--- src/rtl/gshare_bpu.sv ---
// Gshare branch predictor with a direct-mapped BTB, table initialisation FSM,
// EX-stage resolution/update path and resolved-branch / mispredict counters.
module gshare_bpu #(
    parameter int GHR_BITS    = 8,
    parameter int BTB_ENTRIES = 16
) (
    input  logic        i_clk,
    input  logic        i_reset,
    input  logic [31:0] i_if_pc,
    output logic        o_pred_taken,
    output logic [31:0] o_pred_target,
    output logic        o_ready,
    input  logic        i_ex_valid,
    input  logic        i_ex_stall,
    input  logic        i_ex_is_branch,
    input  logic        i_ex_is_jal,
    input  logic        i_ex_taken,
    input  logic        i_ex_pred_taken,
    input  logic [31:0] i_ex_pc,
    input  logic [31:0] i_ex_target,
    output logic        o_mispredict,
    output logic [31:0] o_redirect_pc,
    output logic [31:0] o_br_count,
    output logic [31:0] o_mis_count,
    output logic        o_dbg_state
);

    localparam int PHT_ENTRIES  = 1 << GHR_BITS;
    localparam int BTB_IDX_BITS = $clog2(BTB_ENTRIES);
    localparam int TAG_BITS     = 30 - BTB_IDX_BITS;

    typedef enum logic {
        ST_INIT = 1'b0,
        ST_RUN  = 1'b1
    } state_t;

    state_t              state_q, state_d;
    logic [GHR_BITS-1:0] init_idx_q, init_idx_d;
    logic                init_we;
    logic [GHR_BITS-1:0] ghr_q;

    logic [1:0]          pht        [PHT_ENTRIES];
    logic                btb_valid  [BTB_ENTRIES];
    logic [TAG_BITS-1:0] btb_tag    [BTB_ENTRIES];
    logic [31:0]         btb_target [BTB_ENTRIES];
    logic                btb_jal    [BTB_ENTRIES];

    logic [BTB_IDX_BITS-1:0] if_btb_idx, ex_btb_idx;
    logic [GHR_BITS-1:0]     if_pht_idx, ex_pht_idx;
    logic                    if_hit;
    logic [1:0]              if_ctr, ex_ctr, ex_ctr_next;
    logic                    upd, br_upd;

    assign o_dbg_state = state_q;
    assign o_ready     = (state_q == ST_RUN);

    // Prediction path: combinational table reads, old contents win on a same-cycle update.
    assign if_btb_idx    = i_if_pc[BTB_IDX_BITS+1:2];
    assign if_pht_idx    = i_if_pc[GHR_BITS+1:2] ^ ghr_q;
    assign if_hit        = btb_valid[if_btb_idx] && (btb_tag[if_btb_idx] == i_if_pc[31:BTB_IDX_BITS+2]);
    assign if_ctr        = pht[if_pht_idx];
    assign o_pred_taken  = o_ready && !i_reset && if_hit && (btb_jal[if_btb_idx] || if_ctr[1]);
    assign o_pred_target = btb_target[if_btb_idx];

    // An EX instruction is consumed when valid and not stalled; there is no
    // back-pressure toward EX, so stall simply means "hold, do not update".
    assign upd    = o_ready && !i_reset && i_ex_valid && !i_ex_stall && (i_ex_is_branch || i_ex_is_jal);
    assign br_upd = upd && i_ex_is_branch;

    assign ex_btb_idx = i_ex_pc[BTB_IDX_BITS+1:2];
    assign ex_pht_idx = i_ex_pc[GHR_BITS+1:2] ^ ghr_q;
    assign ex_ctr     = pht[ex_pht_idx];

    always_comb begin
        ex_ctr_next = ex_ctr;
        if (i_ex_taken) begin
            if (ex_ctr != 2'b11) ex_ctr_next = ex_ctr + 2'b01;
        end else begin
            if (ex_ctr != 2'b00) ex_ctr_next = ex_ctr - 2'b01;
        end
    end

    assign o_mispredict  = upd && (i_ex_taken != i_ex_pred_taken);
    assign o_redirect_pc = i_ex_taken ? i_ex_target : (i_ex_pc + 32'd4);

    always_comb begin
        state_d    = state_q;
        init_idx_d = init_idx_q;
        init_we    = 1'b0;
        case (state_q)
            ST_INIT: begin
                init_we    = 1'b1;
                init_idx_d = init_idx_q + 1'b1;
                if (init_idx_q == '1) state_d = ST_RUN;
            end
            ST_RUN: begin
                state_d = ST_RUN;
            end
        endcase
    end

    always_ff @(posedge i_clk) begin
        if (i_reset) begin
            state_q     <= ST_INIT;
            init_idx_q  <= '0;
            ghr_q       <= '0;
            o_br_count  <= '0;
            o_mis_count <= '0;
        end else begin
            state_q    <= state_d;
            init_idx_q <= init_idx_d;
            if (br_upd) begin
                ghr_q <= {ghr_q[GHR_BITS-2:0], i_ex_taken};
                if (o_br_count != 32'hFFFF_FFFF) o_br_count <= o_br_count + 32'd1;
            end
            if (o_mispredict && (o_mis_count != 32'hFFFF_FFFF)) o_mis_count <= o_mis_count + 32'd1;
        end
    end

    // Tables carry no reset; the INIT sweep gives them defined contents before RUN.
    always_ff @(posedge i_clk) begin
        if (!i_reset) begin
            if (init_we) begin
                pht[init_idx_q] <= 2'b01;
                if (int'(init_idx_q) < BTB_ENTRIES) btb_valid[init_idx_q[BTB_IDX_BITS-1:0]] <= 1'b0;
            end
            if (br_upd) pht[ex_pht_idx] <= ex_ctr_next;
            if (upd && i_ex_taken) begin
                btb_valid[ex_btb_idx]  <= 1'b1;
                btb_tag[ex_btb_idx]    <= i_ex_pc[31:BTB_IDX_BITS+2];
                btb_target[ex_btb_idx] <= i_ex_target;
                btb_jal[ex_btb_idx]    <= i_ex_is_jal;
            end
        end
    end

endmodule

--- config.mk ---
export PLATFORM = sky130hd
export DESIGN_NAME = gshare_bpu
export DESIGN_NICKNAME = d
export VERILOG_FILES = /design/src/rtl/gshare_bpu.sv
export SDC_FILE = /design/constraint.sdc
export NUM_CORES = 2
export LEC_CHECK = 0
export CAP_MARGIN = 20
export CORE_ASPECT_RATIO = 1.1
export CORE_MARGIN = 1.5
export CORE_UTILIZATION = 50
export DETAILED_ROUTE_END_ITERATION = 16
export PLACE_DENSITY = 0.74
export SYNTH_ARGS = -nofsm -noshare
export SYNTH_HDL_FRONTEND = slang
export SYNTH_SLANG_ARGS = --single-unit
--- constraint.sdc ---
create_clock -name i_clk -period 10.2 [get_ports i_clk]
set_clock_uncertainty 0.05 [all_clocks]
set_input_delay 2.55 -clock i_clk [delete_from_list [all_inputs] [get_ports i_clk]]
set_output_delay 2.55 -clock i_clk [all_outputs]
set_load 0.01 [all_outputs]
# Word level (Yosys, flattened, before mapping)
# Memories as Yosys holds them, arrays and structs flattened.
# Index checks and enable logic that the tools add are counted.
# totals
ff_bits	81
ram_bits	1472
output_inout_bits	132
wordCells	70
n_memories	5
# op_classes
n_addsub	6
magnitude_cmp	1
n_eq_ne	6
n_mux	25
n_bitwise	3
reduce_logical	19
# memory_table
memory	depth	word_bits	read_ports	rd_ports_with_merged_regs	wr	line	source
btb_target	16	32	1	0	1	45	logic [31:0] btb_target [BTB_ENTRIES];
pht	256	2	2	0	1	42	logic [1:0] pht [PHT_ENTRIES];
btb_tag	16	26	1	0	1	44	logic [TAG_BITS-1:0] btb_tag [BTB_ENTRIES];
btb_jal	16	1	1	0	1	46	logic btb_jal [BTB_ENTRIES];
btb_valid	16	1	1	0	1	43	logic btb_valid [BTB_ENTRIES];
# op_table
cell	n
32-bit by 1-bit adder with 32-bit output (second input constant)	2
32-bit inequality test (second input constant)	2
32-bit by 3-bit adder with 32-bit output (second input constant)	1
32-bit 2-to-1 mux	1
26-bit == test	1
1-bit 2-to-1 mux	17
8-bit XOR	2
1-bit logical AND	11
8-bit by 1-bit adder with 8-bit output (second input constant)	1
8-bit == test (second input constant)	1
8-bit by 5-bit < comparator with 1-bit output (second input constant)	1
2-bit 2-to-1 mux	4
8-bit 2-to-1 mux	1
4-bit 2-to-1 mux	1
2-bit by 1-bit adder with 2-bit output (second input constant)	1
1-bit zero test	2
1-bit logical OR	2
2-bit inequality test (second input constant)	1
1-bit case mux with 2 select lines	1
2-bit AND reduction	1
2-bit nonzero test	1
2-bit OR reduction	1
2-bit by 1-bit subtractor with 2-bit output (second input constant)	1
1-bit inequality test	1
other kinds (2)	2

# Depth between registers and ports, before layout
# logic_depth
ltp_word	11
depth_mapped	13
depth_no_buf	10

# Worst setup path before layout
# OpenSTA, ideal clock, no wires.
# synth_path
path_kind	input -> register
startpoint	in i_ex_pc[2]
endpoint	mem pht[0][1] (data pin)
setup_time_ns	0.921
arrival_time_ns	8.405
t_required_ns	9.229
setup_slack_ns	0.823
stages	13
path_cell_list	clkbuf_8 > xor2_4 > buf_6 > buf_6 > buf_12 > nor2_1 > a32oi_1 > o2111ai_1 > o311ai_0 > nor3_1 > or4_1 > maj3_2 > nor2_2
# synth_between
elab_chain_len	6
# synth_lines
element	line	source
start, declared	19	input logic [31:0] i_ex_pc,
8-bit XOR *	71	assign ex_pht_idx = i_ex_pc[GHR_BITS+1:2] ^ ghr_q;
memory read 256 x 2 bit *	n/a	
2-bit by 1-bit subtractor with 2-bit output (tied with other cells)	79	if (ex_ctr != 2'b00) ex_ctr_next = ex_ctr - 2'b01;
2-bit 2-to-1 mux, on equally long branches	79, 77	
2-bit 2-to-1 mux *	76	if (i_ex_taken) begin
2-bit 2-to-1 mux (no line) *	n/a	
end, declared	42	
# Mark *: on every way between the ends. The rest lies on a longest branch, timed or not.

# Worst setup path after layout
# layout_path
startpoint	in i_if_pc[2]
endpoint	out o_pred_taken
# layout_between
elab_chain_len	5
# layout_lines
element	line	source
start, declared	9	input logic [31:0] i_if_pc,
parallel branches: the longest is 4 deep, another holds memory read 256 x 2 bit	n/a	
1-bit logical AND *	62	assign o_pred_taken = o_ready && !i_reset && if_hit && (btb_jal[if_btb_idx] || if_ctr[1]);
end, declared	10	output logic o_pred_taken,
# Mark *: on every way between the ends.

==> key figures <==
Timing
  – Relative slew slack: 0.199
  – Tcrit/Tclk final: 0.950
  – Setup repair after global routing missed its margin: no
  – Max Slew Vio Count: 0
  – Fmax: ~0.10 GHz
  – Actual slew at the worst max-slew pin: 1.20 ns
  – Setup violators final: 0
  – Fin. Hold Viols: 0
  – Setup TNS Final: 0 ns
  – Final Critical Period: around 9.7 ns

Finish
  – Layout cells sized above 1: 0.218
  – Layout Cells excl Fill: 5507
  – NumNets Final: around 3800
  – Most frequent cells in the layout: edfxtp_1, mux4_2, nor2_1
  – Area Overhead vs Synth: 15.0%
  – Commonest non-fill, non-tap cell in the layout: edfxtp_1

Yosys
  – Cells after Synth: 3383
  – EDFF count, synth: 1472
  – Main synth FF type: edfxtp_1
  – Asr flop ratio synth: 0
  – Unique masters post-synth: 68
  – Seq cells post-synth: ~1600
  – Syn avg cell area: 19.1 sq um
  – Synth Area in Adders: 0.00171
  – Compound-Gate Fraction of Synth Area: 0.0174
  – Syn_nets: around 3500
  – XOR/XNOR Fraction of Synth Area: 0.0202
  – Ys Warns: 0
  – Synth Area in Simple Gates: 0.0529
  – Mux share of post-synthesis cell area: 0.179
  – Syn Std Cell Area: 64500 sq um
  – Largest family of logic cells by synthesized area: multiplexers
  – Post-synthesis sequential area ratio: 0.711

Global route
  – Antenna violations before repair: 12
  – GRT Overall Usage: 0.247
  – Number of global-route vias before repair: 35200
  – Largest net degree at the start of global routing: 145
  – First-pass GRT wire length: 236000 um
  – Overflow after GRT: 0

Worst setup path
  – Crit path launch type: input pin
  – Worst Path Max Fanout: 45
  – Crit path kind: input pin to output port
  – Arrival time at the worst endpoint: 7.09 ns
  – Worst path required time: 7.60 ns
  – Setup crit end kind: output port

Place
  – Hpwl dp: between 90000 and 100000 um
  – Placer Congestion: 0.875
  – IO Port Bufs: between 200 and 250
  – Inst Count DP: 5216

Power and ir drop
  – Power Density: 177 nW/um^2
  – Peak VDD IR: 0.000172 V
  – LEAKAGE: 0.0245 uW

Floorplan
  – Core area: 128000 sq um
  – Starting Density: 0.503
  – Num ports: 236
  – Die Y: 380 um
  – Die Wd: between 300 and 400 um
  – Num rows: 138
  – Die Area: 131000 sq um

Detailed routing
  – M1 WL: between 50000 and 60000 um
  – DR iter-0 viols: 4443
  – DR WL met2: 79200 um
  – DR WL/cell: 29.3 um
  – Avg Vias per Cell: 6.31
  – ANT nets after route: 0
  – Routed wire length: 162000 um
  – Top Layer Used: met5
  – First-pass detailed-route iteration total: 6
  – DRC violations left: 0
  – Total number of vias: 34700
  – Met3 wire length: 15600 um

Clock tree
  – Clock latency at the later pin of the worst-skew pair: 0.79 ns
  – Worst-path clk slew: 0.06 ns
  – Clock Root Buffer: clkbuf_16
  – CTS H-tree depth: 4
  – Post-CTS Resized: 0
  – CTS tree: yes
  – Inserted Clock Buffers: roughly 160
  – CTS Buffer Depth: 3
  – Clk sinks: 1553
  – Total setup buffers inserted after CTS: 0
  – # hold bufs at CTS: 0

Status
  – Status: complete, no violations

Min path
  – HP Class: flop to flop

Job
  – Max cap viols: 0
power by group:
part	leakage (uW)	switching, uW	total (uW)	internal [uW]
logic	0.00678	365	647	282
registers	0.0153	3.32	6940	6940
clock network	0.00242	2460	5550	3090
worst max-delay path: stages:
cell and delay (ns):
buf_8 0.42, buf_12 0.37, mux4_2 0.56, mux4_2 0.53, xor2_1 0.16, nor4_1 0.48, buf_4 0.20, nand4_1 0.36
a211oi_1 0.70, clkdlybuf4s50_1 0.66
cell families (layout without fill, tap and decap cells):
kind of cell / Yosys count / after routing
flops: 1553 / 1553
other cells: 0 / 5
xor+xnor: 140 / 140
buf+inv: 216 / 655
simple gates: 780 / 780
fa+ha+maj: 9 / 9
mux: 515 / 515
compound gates: 170 / 170
synth_stat cells (all sizes together) (13+ instances only):
master / instances / area share
mux4: 495 / 0.18
xor2: 82 / 0.012
nand4: 26 / 0.0025
a22oi: 22 / 0.0026
o21ai: 45 / 0.0035
and3: 13 / 0.0013
nor3: 29 / 0.0023
nor2: 406 / 0.024
edfxtp: 1472 / 0.69
nand3: 65 / 0.0050
inv: 17 / 0.00099
a21oi: 34 / 0.0026
buf: 89 / 0.010
clkbuf: 110 / 0.0071
mux2i: 16 / 0.0025
nand2: 164 / 0.0096
a221oi: 13 / 0.0018
dfxtp: 81 / 0.025
xnor2: 58 / 0.0083
per-stage QoR:
| step | cell area [sq um] | hold WS (ns) | util | total power (uW) | setup slack, ns |
|---|---|---|---|---|---|
| floorplan | 64500 | 0.435 | - | 7430 | 0.823 |
| global placement | 69000 | 0.432 | 0.538 | 7700 | 0.274 |
| detailed placement | 69100 | 0.445 | 0.539 | 7720 | 0.271 |
| CTS | 74100 | 0.453 | 0.578 | 13200 | 0.255 |
| global route | 74100 | 0.477 | 0.578 | 13500 | 0.365 |
| finish | 74200 | 0.448 | 0.578 | 13100 | 0.514 |
worst paths after layout:
path / start / to / slack, ns / cells after the start
setup / recovery: i_if_pc[2] / o_pred_taken / 0.51 / 10
hold / removal: o_br_count[6] / o_br_count[6] / 0.45 / 2
setup reg to reg: ghr_q[0] / pht[237][0] / 4.31 / 11
hold reg to reg: o_br_count[6] / o_br_count[6] / 0.45 / 2
flip-flops by register name, indices dropped and copies added, names as in the netlist:
signal / count
btb_jal: 16
o_dbg_state: 1
pht: 512
o_mis_count: 32
btb_valid: 16
init_idx_q: 8
ghr_q: 8
o_br_count: 32
btb_target: 512
btb_tag: 416
metal layers:
metal,vias to the layer above,GRT usage
li1,14400,-
met1,18000,0.326
met2,1950,0.404
met3,378,0.0487
met4,12,0.102
met5,-,0
layout make-up:
cell class / instances / area [sq um]
tap: 1680 / 2100
multi-input combinational: 1614 / 17700
inverter: 17 / 63.8
sequential: 1553 / 45800
antenna: 5 / 12.5
clock inverter: 80 / 821
timing repair buffer: 353 / 3490
clock buffer: 205 / 4190
fill: 9226 / 54100
(Power assumes the default switching activity.)
